File: config.mk
export PLATFORM = sky130hd
export DESIGN_NAME = if_fetch_stage
export DESIGN_NICKNAME = d
export VERILOG_FILES = /design/src/rtl/if_fetch_stage_pkg.sv /design/src/rtl/if_fetch_stage.sv
export SDC_FILE = /design/constraint.sdc
export NUM_CORES = 1
export LEC_CHECK = 0
export ABC_AREA = 1
export CAP_MARGIN = 20
export CORE_MARGIN = 2
export CORE_UTILIZATION = 40
export DETAILED_ROUTE_END_ITERATION = 10
export PLACE_DENSITY = 0.8
export SLEW_MARGIN = 20
export SYNTH_ARGS = -nofsm -noshare
export SYNTH_HDL_FRONTEND = slang
export SYNTH_SLANG_ARGS = --single-unit
File: constraint.sdc
create_clock -name clk -period 3.4 [get_ports clk]
set_input_delay 0.68 -clock clk [delete_from_list [all_inputs] [get_ports clk]]
set_output_delay 0.68 -clock clk [all_outputs]
set_load 0.05 [all_outputs]
File: src/rtl/if_fetch_stage_pkg.sv
// Shared pipeline definitions: fetch FSM states, default datapath widths and
// the bubble encoding used by the fetch stage and the downstream pipeline registers.
package if_fetch_stage_pkg;

  localparam int DEF_PC_W  = 9;
  localparam int DEF_INS_W = 32;

  // addi x0, x0, 0
  localparam logic [31:0] DEF_NOP_INST = 32'h0000_0013;

  typedef enum logic [1:0] {
    FETCH,
    READY,
    FLUSH
  } fetch_state_t;

endpackage

File: src/rtl/if_fetch_stage.sv
// Instruction fetch stage: owns the PC, issues req/ack fetches to instruction memory
// and presents PC / PCPlus4 / inst_code to IF/ID, inserting bubbles on busy or redirect.
module if_fetch_stage
  import if_fetch_stage_pkg::*;
#(
  parameter int               PC_W     = DEF_PC_W,
  parameter int               INS_W    = DEF_INS_W,
  parameter logic [PC_W-1:0]  RESET_PC = '0,
  parameter logic [INS_W-1:0] NOP_INST = INS_W'(DEF_NOP_INST)
) (
  input  logic             clk,
  input  logic             reset,
  input  logic             hazard_detected,
  input  logic             br_taken,
  input  logic [PC_W-1:0]  br_target,
  output logic             imem_req,
  output logic [PC_W-1:0]  imem_addr,
  input  logic             imem_ack,
  input  logic [INS_W-1:0] imem_rdata,
  output logic [PC_W-1:0]  PC,
  output logic [PC_W-1:0]  PCPlus4,
  output logic [INS_W-1:0] inst_code,
  output logic             inst_valid
);

  fetch_state_t     state_q;
  logic [PC_W-1:0]  pc_q;
  logic [PC_W-1:0]  flush_addr_q;
  logic [INS_W-1:0] inst_q;

  logic [PC_W-1:0]  pc_plus4;
  logic [PC_W-1:0]  br_pc;
  logic             fetch_ack;
  logic             consume;
  logic             unused_br_lsbs;

  // The adder wraps naturally at 2^PC_W.
  assign pc_plus4       = pc_q + PC_W'(4);
  assign br_pc          = {br_target[PC_W-1:2], 2'b00};
  assign unused_br_lsbs = ^br_target[1:0];

  // Gating with reset keeps the bubble on the outputs while reset is held.
  assign fetch_ack  = (state_q == FETCH) && imem_ack && !reset;
  assign inst_valid = !br_taken && ((state_q == READY) || fetch_ack);
  assign consume    = inst_valid && !hazard_detected;

  // Memory-side outputs depend only on registered state, never on hazard_detected.
  assign imem_req  = (state_q != READY);
  assign imem_addr = (state_q == FLUSH) ? flush_addr_q : pc_q;
  assign PC        = pc_q;
  assign PCPlus4   = pc_plus4;

  always_comb begin
    inst_code = NOP_INST;
    if (!br_taken) begin
      if (state_q == READY) inst_code = inst_q;
      else if (fetch_ack)   inst_code = imem_rdata;
    end
  end

  // NOTE: state registers use non-blocking assignments so every branch below
  // sees the pre-edge values of pc_q/state_q, regardless of statement order.
  always_ff @(posedge clk or posedge reset) begin
    if (reset) begin
      state_q      <= FETCH;
      pc_q         <= RESET_PC;
      flush_addr_q <= RESET_PC;
      inst_q       <= NOP_INST;
    end else if (br_taken) begin
      pc_q <= br_pc;
      case (state_q)
        FETCH: if (!imem_ack) begin
          flush_addr_q <= pc_q;
          state_q      <= FLUSH;
        end
        READY:   state_q <= FETCH;
        FLUSH:   if (imem_ack) state_q <= FETCH;
        default: state_q <= FETCH;
      endcase
    end else if (consume) begin
      pc_q    <= pc_plus4;
      state_q <= FETCH;
    end else begin
      case (state_q)
        FETCH: if (imem_ack) begin
          inst_q  <= imem_rdata;
          state_q <= READY;
        end
        FLUSH:   if (imem_ack) state_q <= FETCH;
        default: state_q <= state_q;
      endcase
    end
  end

endmodule

==> results of run 1 <==
## sequential cells by signal, summed over array words and instances (netlist names)
name / count
inst_q: 32
flush_addr_q: 7
state_q: 2
PC: 7
## layer usage
metal | vias up | wire length, um
met5 | - | 0
met4 | 0 | 62
met3 | 7 | 452
met2 | 97 | 3530
met1 | 1257 | 2990
li1 | 1354 | -
## kinds of logic after synthesis
family	after synthesis	synth area share [%]
adders and majority gates	1	0.438
xor gates and xnor gates	4	1.23
DFF	48	42.1
and+or+nand+nor	157	23.6
buffers and inverters	77	13.3
other	1	0.131
AOI/OAI and AO/OA	85	19.2
## cell type report
| class | count | area, um^2 |
|---|---|---|
| inverter | 48 | 180 |
| clock buffer | 8 | 80.1 |
| tap | 96 | 120 |
| fill | 578 | 2610 |
| timing repair buffer | 107 | 1380 |
| multi-input combinational | 253 | 1290 |
| sequential | 48 | 1200 |
## power by group through the flow
| stage | clock [mW] | sequential (mW) | combinational, mW |
|---|---|---|---|
| after floorplan | 0 | 0.919 | 0.752 |
| after global placement | 0 | 0.889 | 1.13 |
| after detailed placement | 0 | 0.904 | 1.16 |
| after CTS | 0.333 | 0.895 | 1.16 |
| after global routing | 0.357 | 0.919 | 1.25 |
| final | 0.322 | 0.894 | 1.15 |
## worst max-delay path by stage
stage                         from            end  cells past startpoint
final                     imem_ack   inst_code[3]                      7
after global routing      imem_ack   inst_code[3]                      7
after CTS                    PC[2]     PCPlus4[8]                      6
after detailed placement  imem_ack   inst_code[3]                      7
after global placement    imem_ack  inst_code[19]                      7
after floorplan              reset   inst_code[0]                      4
## critical path, delay by kind of cell
kind | cells | cell delay (ns)
buf+inv | 4 | 1.09
simple gates | 2 | 0.21
compound gates | 1 | 0.30
## placed cells by master (no fill, tap or decap), drive strengths merged
cell type,netlist,final
or2,1,1
clkinv,2,2
nor2,13,13
nand3,45,45
inv,46,46
clkdlybuf4s50,0,65
o21ai,43,43
dfstp,3,3
xor2,4,4
clkbuf,10,8
buf,19,42
conb,1,6
a21oi,38,38
ha,1,1
dfrtp,45,45
o211ai,4,4
nand2,98,98
## per-stage QoR
stage	power (mW)	area [um^2]	util, %	setup WS (ns)	cells
floorplan	1.67	2880	-	0.206	378
detailed placement	2.06	4180	60.8	0.447	552
global route	2.52	4260	62.0	0.300	560
finish	2.36	4260	62.0	0.428	560
CTS	2.39	4260	62.0	0.434	560
global placement	2.02	4180	60.8	0.485	552
==> flow_metrics.py, run 1 <==
metrics = {
    "outcome": {
        "outcome": "finished, final reports clean",
    },
    "floorplanning": {
        "rows": 30,
        "dieArea_mm2": 0.00784,
        "coreArea_mm2": 0.00687,
        "die_x_um": 88.5,
        "initial_utilization_pct": 41.6,
        "ios": 107,
        "die_height_um": 88.5,
    },
    "sta": {
        "clock_skew_ns": 0.00737,
        "finalHoldViolations": 0,
        "timing.final.crit_period_ns": 2.97,
        "max_freq_mhz": 336,
        "report.final.setup_viol": 0,
        "worst_pin_slew_ns": 0.778,
        "whs_ns": 0.483,
        "rsz0062_at_grt": "no",
        "fin_tns_setup_ns": 0,
        "finalMaxSlewViolations": 0,
        "fin_crit_sh_pct": 87.4,
        "relSlewSlack_pct": 48.1,
    },
    "detailed_routing": {
        "vias": 2715,
        "drt_pass1_iterations": 4,
        "drt_iter0_drc": 127,
        "wirelength_um": 7030,
        "drtAntennaViolNets": 0,
        "drc": 0,
        "wire_per_inst_um": 12.6,
        "viasPerCell": 4.85,
    },
    "cts": {
        "cts_tree": "yes",
        "cts-root-buf": "clkbuf_8",
        "cts_resized": 0,
        "insertion_delay_ns": 0.29,
        "hold_buffers": 0,
        "post_cts.repair.setup_buffers": 0,
        "clock_sinks": 48,
        "clk_pin_slew_ns": 0.08,
        "clock_path_buffers": 2,
        "htree_levels": 2,
        "cts_buffers": 5,
    },
    "logic_synthesis": {
        "yosysMostFrequentCell": "nand2_1",
        "synth_edf_count": 0,
        "netlist_area_mm2": 0.00286,
        "synth_cell_types": 22,
        "yosys.area.top_type": "dfrtp_1",
        "synth_top_cell_area_share_pct": 39.4,
        "synth-main-ff-cell": "dfrtp_1",
        "synth.avg_cell_area_um2": 7.66,
        "ys_seq_elements": 48,
        "yosysWarnings": 0,
        "synth.yosys.seq_area_share_pct": 42.1,
        "synth_common_cells": "96 x nand2_1, 46 x inv_1, 45 x dfrtp_1, 44 x nand3_1, 38 x a21oi_1",
        "synthArstFlopShare_pct": 100,
        "synth_cells": 373,
        "synth_area_leaders": "dfrtp_1 39%, nand2_1 13%, o21ai_2 9.2%",
    },
    "worst_setup_path": {
        "critical_path.endpoint_type": "output pin",
        "rr_worst_depth": 8,
        "startpoint_type": "primary input",
        "max_stage_delay_ns": 0.53,
        "r2r_start": "state_q[1]",
        "critPathArrivalTime_ns": 2.29,
        "reg2reg_to": "inst_q[1]",
        "crit_type": "primary input to output pin",
        "slowest_stage": "clkdlybuf4s50_1",
        "worstPathRequired_ns": 2.72,
        "r2r_slack_ns": 1.37,
        "path_max_fanout": 31,
        "crit_chain": "clkdlybuf4s50_1 > nand2_1 > inv_1 > buf_4 > nand3_1 > a21oi_1 > buf_12",
    },
    "final_layout": {
        "num_antenna_cells": 0,
        "drive_above_1_share_pct": 18.1,
        "nets": 510,
        "syn2layout_area_growth_pct": 48.9,
    },
    "hold_path": {
        "hold_depth": 2,
        "hold_class": "flip-flop to flip-flop",
        "min_from": "inst_q[4]",
        "holdPathEnd": "inst_q[4]",
    },
    "global_routing": {
        "grt_overflow": 0,
        "grt_use_total_pct": 19.3,
        "grt_max_degree": 65,
        "grt.busiest_layer": "met2",
        "grt_pass1_wl_um": 12100,
        "met3_usage_pct": 4.01,
        "use_met2_pct": 32.8,
        "grtUsageMet1_pct": 25.3,
        "antenna_found_initial": 0,
        "grt_pass1_vias": 2639,
    },
    "pwr": {
        "p_per_area_mw_per_mm2": 555,
        "p_switching_mw": 1.00,
        "switching_share_pct": 42.5,
        "combPwrFrac_pct": 48.6,
        "seqPwrFrac_pct": 37.8,
        "clockPowerShare_pct": 13.6,
        "ir_worst_vdd_uv": 225,
        "intPower_mw": 1.36,
        "power.leakage_nw": 1.93,
    },
    "flow_run": {
        "cap_violations": 0,
    },
    "place": {
        "io_buffer_count": 98,
        "hpwl_um": 5190,
        "place_congestion": 0.916,
    },
}
No activity file was read; power rests on OpenSTA's default activity.
==> run 2: changes to the inputs <==
--- a/config.mk
+++ b/config.mk
@@ -6,11 +6,10 @@
 export NUM_CORES = 1
 export LEC_CHECK = 0
 export ABC_AREA = 1
-export CAP_MARGIN = 20
-export CORE_MARGIN = 2
+export CAP_MARGIN = 40
 export CORE_UTILIZATION = 40
 export DETAILED_ROUTE_END_ITERATION = 10
-export PLACE_DENSITY = 0.8
+export PLACE_DENSITY_LB_ADDON = 0.25
 export SLEW_MARGIN = 20
 export SYNTH_ARGS = -nofsm -noshare
 export SYNTH_HDL_FRONTEND = slang
==> run 2 against run 1 <==
Against the previous run:
- cell area increased by 1.0%
- final cell count fell by 0.71%
- critical endpoint is now inst_code[1]
- total power increased by 2.4%
- worst setup slack got worse by 0.092 ns
- clock-buffer cell count fell by 1
- utilization rose by 0.98 points
- flip-flop and latch count did not move
- sequential share of layout area fell by 0.29 points
- register-to-register slack gained 0.20 ns
==> flow_metrics.py, run 2 (synthesized netlist as in run 1, its figures left out) <==
metrics = {
    "pwr": {
        "ir_worst_vdd_uv": 220,
        "p_per_area_mw_per_mm2": 563,
        "power.leakage_nw": 1.94,
    },
    "sta": {
        "fin_tns_setup_ns": 0,
        "clock_skew_ns": 0.00416,
        "worst_pin_slew_ns": 0.511,
        "rsz0062_at_grt": "no",
        "finalHoldViolations": 0,
        "report.final.setup_viol": 0,
        "worst_slack_ns": 0.336,
        "max_freq_mhz": 326,
        "timing.final.crit_period_ns": 3.06,
        "relSlewSlack_pct": 65.8,
        "fin_crit_sh_pct": 90.1,
        "finalMaxSlewViolations": 0,
    },
    "floorplanning": {
        "die_height_um": 86.5,
        "ios": 107,
        "coreArea_mm2": 0.00683,
        "dieArea_mm2": 0.00749,
        "initial_utilization_pct": 41.8,
        "die_x_um": 86.5,
        "rows": 30,
    },
    "cts": {
        "clk_pin_slew_ns": 0.08,
        "post_cts.repair.setup_buffers": 0,
        "clock_sinks": 48,
        "htree_levels": 2,
        "hold_buffers": 0,
        "insertion_delay_ns": 0.29,
        "cts-root-buf": "clkbuf_8",
        "cts_tree": "yes",
        "clock_path_buffers": 2,
        "cts_resized": 0,
        "cts_buffers": 5,
    },
    "worst_setup_path": {
        "critPathArrivalTime_ns": 2.38,
        "path_max_fanout": 11,
        "worstPathRequired_ns": 2.72,
        "r2r_slack_ns": 1.57,
        "crit_type": "primary input to output pin",
        "critical_path.top_delay_family": "buffers and inverters",
        "reg2reg_to": "inst_q[30]",
        "cp_num_cells": 6,
        "startpoint_type": "primary input",
        "critical_path.endpoint_type": "output pin",
        "max_stage_delay_ns": 0.44,
        "crit_chain": "clkdlybuf4s50_1 > inv_2 > nand3_1 > a21oi_1 > o211ai_1 > buf_12",
        "r2r_start": "state_q[1]",
        "crit_buf_inv": 3,
        "slowest_stage": "a21oi_1",
        "rr_worst_depth": 8,
    },
    "place": {
        "hpwl_um": 5040,
        "pre_cts_ws_ns": 0.347,
        "place_congestion": 0.795,
        "io_buffer_count": 98,
    },
    "final_layout": {
        "multi_input_area_mm2": 0.00129,
        "largest_reg_flops": 32,
        "top_register": "inst_q",
        "drive_above_1_share_pct": 18.0,
        "nets": 507,
        "final_core_util_pct": 63.0,
        "syn2layout_area_growth_pct": 50.5,
        "layout_common_cells": "96 x nand2_1, 65 x clkdlybuf4s50_1, 45 x dfrtp_1, 45 x inv_1, 44 x nand3_1",
        "regArea_mm2": 0.00120,
        "nFillCells": 604,
        "num_antenna_cells": 0,
        "layout_commonest_cell": "nand2_1",
    },
    "hold_path": {
        "hold_class": "flip-flop to flip-flop",
        "holdPathEnd": "inst_q[25]",
        "min_from": "inst_q[25]",
        "hold_depth": 2,
    },
    "detailed_routing": {
        "wirelength_um": 7140,
        "drc": 0,
        "wl_met1_um": 3060,
        "highest_layer": "met4",
        "viasPerCell": 4.84,
        "wl_met3_um": 321,
        "drtAntennaViolNets": 0,
        "drt_pass1_iterations": 4,
        "dr_wl_met2_um": 3720,
        "wire_per_inst_um": 12.8,
        "vias": 2690,
        "drt_iter0_drc": 162,
    },
    "outcome": {
        "outcome": "finished, final reports clean",
    },
    "global_routing": {
        "grt_overflow": 0,
        "grt_pass1_vias": 2538,
        "grt_max_degree": 51,
        "antenna_found_initial": 0,
        "grt_pass1_wl_um": 12100,
        "grt_use_total_pct": 20.4,
    },
    "flow_run": {
        "cap_violations": 0,
    },
}
[run 2: stage by stage]
stage	hold slack, ns	instance area (um^2)	total power, mW	cells
6_report	0.485	4300	2.42	556
5_1_grt	0.512	4300	2.58	556
4_1_cts	0.489	4300	2.44	556
3_5_place_dp	0.468	4210	2.07	549
3_3_place_gp	0.464	4210	2.04	549
2_1_floorplan	0.454	2880	1.67	378
[run 2: worst max-delay path by stage]
stage | to | slack [ns] | from
floorplan | inst_code[0] | 0.21 | reset
global placement | inst_code[1] | 0.35 | reset
detailed placement | inst_code[1] | 0.35 | reset
CTS | inst_code[1] | 0.32 | reset
global route | inst_code[0] | 0.17 | reset
finish | inst_code[1] | 0.34 | reset
[run 2: cell type report]
type / count / area share (%)
clock buffers: 7 / 2.24
inverters: 48 / 4.19
multi-input cells: 253 / 30.1
flip-flops and latches: 48 / 28.0
well taps: 96 / 2.79
repair buffers: 104 / 32.7
[run 2: metal layers]
| metal | up-vias | track usage [%] |
|---|---|---|
| met5 | - | 0 |
| met2 | 64 | 34.1 |
| met3 | 4 | 4.38 |
| met1 | 1267 | 27.0 |
| met4 | 0 | 4.85 |
| li1 | 1355 | - |
[run 2: worst min-delay path, stage by stage (launching register included)]
cell	delay (ns)
dfrtp_1	0.35
nand2_1	0.06
o21ai_2	0.05
[run 2: power breakdown]
group / switching (mW) / internal [mW]
sequential: 0.118 / 0.776
combinational: 0.717 / 0.449
clock: 0.179 / 0.181
total: 1.01 / 1.41
==> run 3: changes to the inputs <==
--- a/config.mk
+++ b/config.mk
@@ -7,9 +7,10 @@
 export LEC_CHECK = 0
 export ABC_AREA = 1
 export CAP_MARGIN = 40
+export CORE_MARGIN = 5
 export CORE_UTILIZATION = 40
 export DETAILED_ROUTE_END_ITERATION = 10
-export PLACE_DENSITY_LB_ADDON = 0.25
+export PLACE_DENSITY = 0.82
 export SLEW_MARGIN = 20
 export SYNTH_ARGS = -nofsm -noshare
 export SYNTH_HDL_FRONTEND = slang
==> run 3 against run 2 <==
Against the previous run:
- total power fell by 0.58%
- critical path depth up 1
- utilization down 0.73 points
- first-iteration DRC count down 15%
- clock power shrank 4%
- sequential share of layout area grew 0.17 points
- critical path type is now flip-flop to output pin
- sequential power rose by 0.4%
- worst setup slack improved by 0.090 ns
==> flow_metrics.py, run 3 (synthesized netlist as in run 1, its figures left out) <==
metrics = {
    "flow_run": {
        "cap_violations": 0,
    },
    "worst_setup_path": {
        "slowest_stage": "clkinv_1",
        "worstPathRequired_ns": 2.72,
        "path_max_fanout": 21,
        "crit_chain": "inv_1 > or2_1 > clkinv_1 > buf_4 > nand2_1 > o211ai_1 > buf_12",
        "critPathArrivalTime_ns": 2.29,
        "crit_type": "flip-flop to output pin",
        "critical_path.endpoint_type": "output pin",
        "startpoint_type": "flip-flop",
        "max_stage_delay_ns": 0.44,
    },
    "final_layout": {
        "largest_reg_flops": 32,
        "syn2layout_area_growth_pct": 49.5,
        "top_register": "inst_q",
        "nFillCells": 567,
        "regArea_mm2": 0.00120,
        "layout_commonest_cell": "nand2_1",
        "drive_above_1_share_pct": 18.6,
        "layout_common_cells": "96 x nand2_1, 65 x clkdlybuf4s50_1, 45 x dfrtp_1, 45 x inv_1, 44 x nand3_1",
        "num_antenna_cells": 0,
        "nets": 509,
        "final_core_util_pct": 62.2,
        "multi_input_area_mm2": 0.00129,
    },
    "global_routing": {
        "grt_pass1_vias": 2728,
        "grt_pass1_wl_um": 12400,
        "grt_use_total_pct": 17.3,
        "grt_max_degree": 40,
        "antenna_found_initial": 0,
        "grt_overflow": 0,
    },
    "cts": {
        "clock_sinks": 48,
        "clock_path_buffers": 2,
        "cts_tree": "yes",
        "post_cts.repair.setup_buffers": 0,
        "hold_buffers": 0,
        "insertion_delay_ns": 0.30,
        "clk_pin_slew_ns": 0.09,
        "cts-root-buf": "clkbuf_8",
        "cts_buffers": 5,
        "cts_resized": 0,
        "htree_levels": 2,
    },
    "detailed_routing": {
        "viasPerCell": 4.79,
        "drc": 0,
        "drt_iter0_drc": 137,
        "wirelength_um": 7490,
        "drtAntennaViolNets": 0,
        "vias": 2676,
        "wire_per_inst_um": 13.4,
        "drt_pass1_iterations": 4,
    },
    "sta": {
        "timing.final.crit_period_ns": 2.97,
        "clock_skew_ns": 0.00404,
        "finalHoldViolations": 0,
        "worst_pin_slew_ns": 0.513,
        "worst_slack_ns": 0.426,
        "relSlewSlack_pct": 65.7,
        "report.final.setup_viol": 0,
        "max_freq_mhz": 336,
        "rsz0062_at_grt": "no",
        "fin_crit_sh_pct": 87.5,
        "fin_tns_setup_ns": 0,
        "finalMaxSlewViolations": 0,
    },
    "floorplanning": {
        "die_x_um": 94.5,
        "rows": 30,
        "dieArea_mm2": 0.00894,
        "die_height_um": 94.5,
        "ios": 107,
        "coreArea_mm2": 0.00687,
        "initial_utilization_pct": 41.6,
    },
    "outcome": {
        "outcome": "finished, final reports clean",
    },
    "pwr": {
        "p_per_area_mw_per_mm2": 563,
        "ir_worst_vdd_uv": 197,
        "total_power_mw": 2.41,
        "power.leakage_nw": 1.94,
    },
    "place": {
        "hpwl_um": 5690,
        "place_congestion": 0.848,
        "io_buffer_count": 98,
        "pre_cts_ws_ns": 0.430,
    },
    "hold_path": {
        "hold_class": "flip-flop to flip-flop",
    },
}
run 3: worst max-delay path, delay by kind of cell, from the launching register on:
kind | cells | cell delay [ns]
compound gates | 1 | 0.14
buf+inv | 4 | 1.14
flops | 1 | 0.38
simple gates | 2 | 0.32
run 3: report_power, final:
part           total, mW  switching, mW  leakage, nW  internal [mW]
clock network      0.347          0.184       0.0510          0.163
logic               1.16          0.722         1.30          0.439
registers          0.898          0.121        0.593          0.777
total               2.41           1.03         1.94           1.38
run 3: final cells by class:
cell class,count,area share [%]
Timing Repair Buffer,106,32.4
Multi-Input combinational cell,253,30.3
Sequential cell,48,28.2
Inverter,48,4.21
Tap cell,96,2.81
Clock buffer,6,1.93
Clock inverter,2,0.234
run 3: path summary, 6_finish.rpt:
| path | start | slack [ns] | to | depth (start not counted) |
|---|---|---|---|---|
| worst max-delay path | state_q[0] | 0.43 | inst_code[1] | 7 |
| worst min-delay path | inst_q[3] | 0.49 | inst_q[3] | 2 |
| worst max register to register | state_q[1] | 1.32 | inst_q[28] | 8 |
| worst min register to register | inst_q[3] | 0.49 | inst_q[3] | 2 |
| max in group asynchronous | reset | 2.12 | flush_addr_q[2] | 4 |
| min in group asynchronous | reset | 0.80 | inst_q[10] | 3 |
run 3: per-layer routing:
metal | track usage [%] | wire length, um | up-vias
li1 | - | - | 1358
met1 | 21.8 | 3190 | 1221
met2 | 29.8 | 3680 | 88
met3 | 4.22 | 549 | 9
met4 | 3.97 | 70 | 0
met5 | 0 | 0 | -
run 3: per-stage QoR:
stage               cells  cell area (um^2)  hold slack (ns)
finish                559              4280            0.487
detailed placement    551              4180            0.468
CTS                   559              4280            0.489
global route          559              4280            0.510
global placement      551              4180            0.463
floorplan             378              2880            0.454
==> patch (config.mk and constraints of run 2) <==
Register the input `br_target` before use, with the module's reset. The logic sees it one clock later. The other inputs are not delayed to match.
--- a/src/rtl/if_fetch_stage.sv
+++ b/src/rtl/if_fetch_stage.sv
@@ -23,6 +23,16 @@
   output logic             inst_valid
 );
 
+  logic [PC_W-1:0] br_target_q;
+
+  always_ff @(posedge clk or posedge reset) begin
+    if (reset) begin
+      br_target_q <= '0;
+    end else begin
+      br_target_q <= br_target;
+    end
+  end
+
   fetch_state_t     state_q;
   logic [PC_W-1:0]  pc_q;
   logic [PC_W-1:0]  flush_addr_q;
@@ -36,8 +46,8 @@
 
   // The adder wraps naturally at 2^PC_W.
   assign pc_plus4       = pc_q + PC_W'(4);
-  assign br_pc          = {br_target[PC_W-1:2], 2'b00};
-  assign unused_br_lsbs = ^br_target[1:0];
+  assign br_pc          = {br_target_q[PC_W-1:2], 2'b00};
+  assign unused_br_lsbs = ^br_target_q[1:0];
 
   // Gating with reset keeps the bubble on the outputs while reset is held.
   assign fetch_ack  = (state_q == FETCH) && imem_ack && !reset;
Formal check against the unedited RTL: not equivalent (Yosys sat finds a counterexample within 4 cycles, from zero or initial values and one cycle with reset high).
==> patch against run 2 <==
  * Sequential cell count grew 7
  * Worst setup slack got worse by 0.042 ns
  * First-iteration DRC count grew 7.4%
  * Largest cell class unchanged
  * Power rose by 6.4%
  * Design area grew 4.3%
  * Wire length is 0.43% higher
  * Synthesized area grew 6.1%
==> patch: results (changes against run 2) <==
| Metric | Value |
|---|---|
| DR iter-0 viols | `174 (+7.4%)` |
| Lkg Pwr | `2.03 nW (+4.5%)` |
| Ys async rst share | `100% (unchanged)` |
| Area contributors post-synth | `dfrtp_1, nand2_1, o21ai_2` |
| Clock Skew | `0.00729 ns (+0.00313 ns)` |
| DR WL met3 | `301 um (-6.2%)` |
| Slew of the pin with the lowest slew margin | `0.544 ns (+0.0327 ns)` |
| Met1 Routed Length | `3280 um (+7.3%)` |
| Final GP Congestion | `0.822 (+3.5%)` |
| Port Buffers | `98 (unchanged)` |
| Hold path cells | `2 (unchanged)` |
| Min-delay src | `br_target_q[5]` |
| Met2 usage | `32.7% (-1.4 points)` |
| CTS Buf Count | `5 (unchanged)` |
| Via/cell ratio | `4.80 (-0.70%)` |
| Worst-case clock buffer depth | `2 (unchanged)` |
| Met1 usage | `25.5% (-1.5 points)` |
| CP Capture Point | `inst_code[4]` |
| Sequential cell area fraction in the yosys report | `45.5% (+3.3 points)` |
| Post-synth top cells | `nand2_1, dfrtp_1, inv_1, nand3_1, a21oi_1` |
| Outcome | `complete, no violations` |
| P_sw | `0.00105 W (+3.3%)` |
| Share of layout cells above drive strength 1 | `17.9% (-0.095 points)` |
| Maximum VDD drop | `0.244 mV (+11%)` |
| Reg2Reg Launch Point | `state_q[1]` |
| Max FO, Critical Path | `12 (+1)` |
| Nets | `514 (+1.4%)` |
| Compound-gate portion of the synthesized area | `18.1% (-1.1 points)` |
| Largest net degree at the start of global routing | `48 (-5.9%)` |
| Worst hold endpoint | `PC[5]` |
| XOR/XNOR Fraction of Synth Area | `1.15% (-0.071 points)` |
| WL/cell | `12.7 um (-1.5%)` |
| Ys Warns | `0 (unchanged)` |
| Post-DP HPWL | `5070 um (+0.51%)` |
| Tot GR Track Use | `19.2% (-1.1 points)` |
| Post-CTS resize count | `0 (unchanged)` |
| Clock Pin Slew Worst Setup and Hold Paths | `0.10 ns (+0.02 ns)` |
| Synth Area in Adders | `0.412% (-0.025 points)` |
| First-pass GRT wire length | `11,800 um (-2.4%)` |
| Clock Latency Late Sink | `~0.30 ns` |
| Yosys top cell area share | `42.9% (+3.5 points)` |
| WL met2 | `3500 um (-5.8%)` |
| Slowest CP cell | `a21oi_1` |
| Grt met3 use | `3.32% (-1.1 points)` |
| H-Tree Depth | `2 (unchanged)` |
| Max FFs per register | `32 (unchanged)` |
| Capture point of the worst reg-to-reg path | `inst_q[31]` |
| R2R setup slack | `1.32 ns (-0.25 ns)` |
| CP arrival | `2.43 ns (+0.05 ns)` |
| Vias in the first global route | `2,532 (-0.24%)` |
==> patch: power groups by stage <==
stage / Combinational, W / Sequential [W] / Clock (W)
after floorplan: 0.000753 / 0.00101 / 0
after global placement: 0.00114 / 0.000981 / 0
after detailed placement: 0.00116 / 0.000991 / 0
after CTS: 0.00116 / 0.000980 / 0.000459
after global routing: 0.00124 / 0.00101 / 0.000482
final: 0.00115 / 0.000980 / 0.000444
==> patch: area by class of cell <==
class,count,area [sq um]
inverter,48,180
clock buffer,5,68.8
fill,677,2800
multi-input combinational,253,1290
sequential,55,1380
clock inverter,3,47.5
timing repair buffer,104,1390
tap,99,124
==> patch: stage by stage <==
stage	hold slack, ns	utilization (%)	setup slack, ns	cell area [sq um]	std cells
detailed placement	0.452	60.0	0.259	4370	559
global placement	0.451	60.0	0.263	4370	559
CTS	0.476	61.5	0.260	4490	567
global route	0.495	61.5	0.124	4490	567
floorplan	0.442	-	0.113	3050	385
finish	0.474	61.5	0.293	4490	567
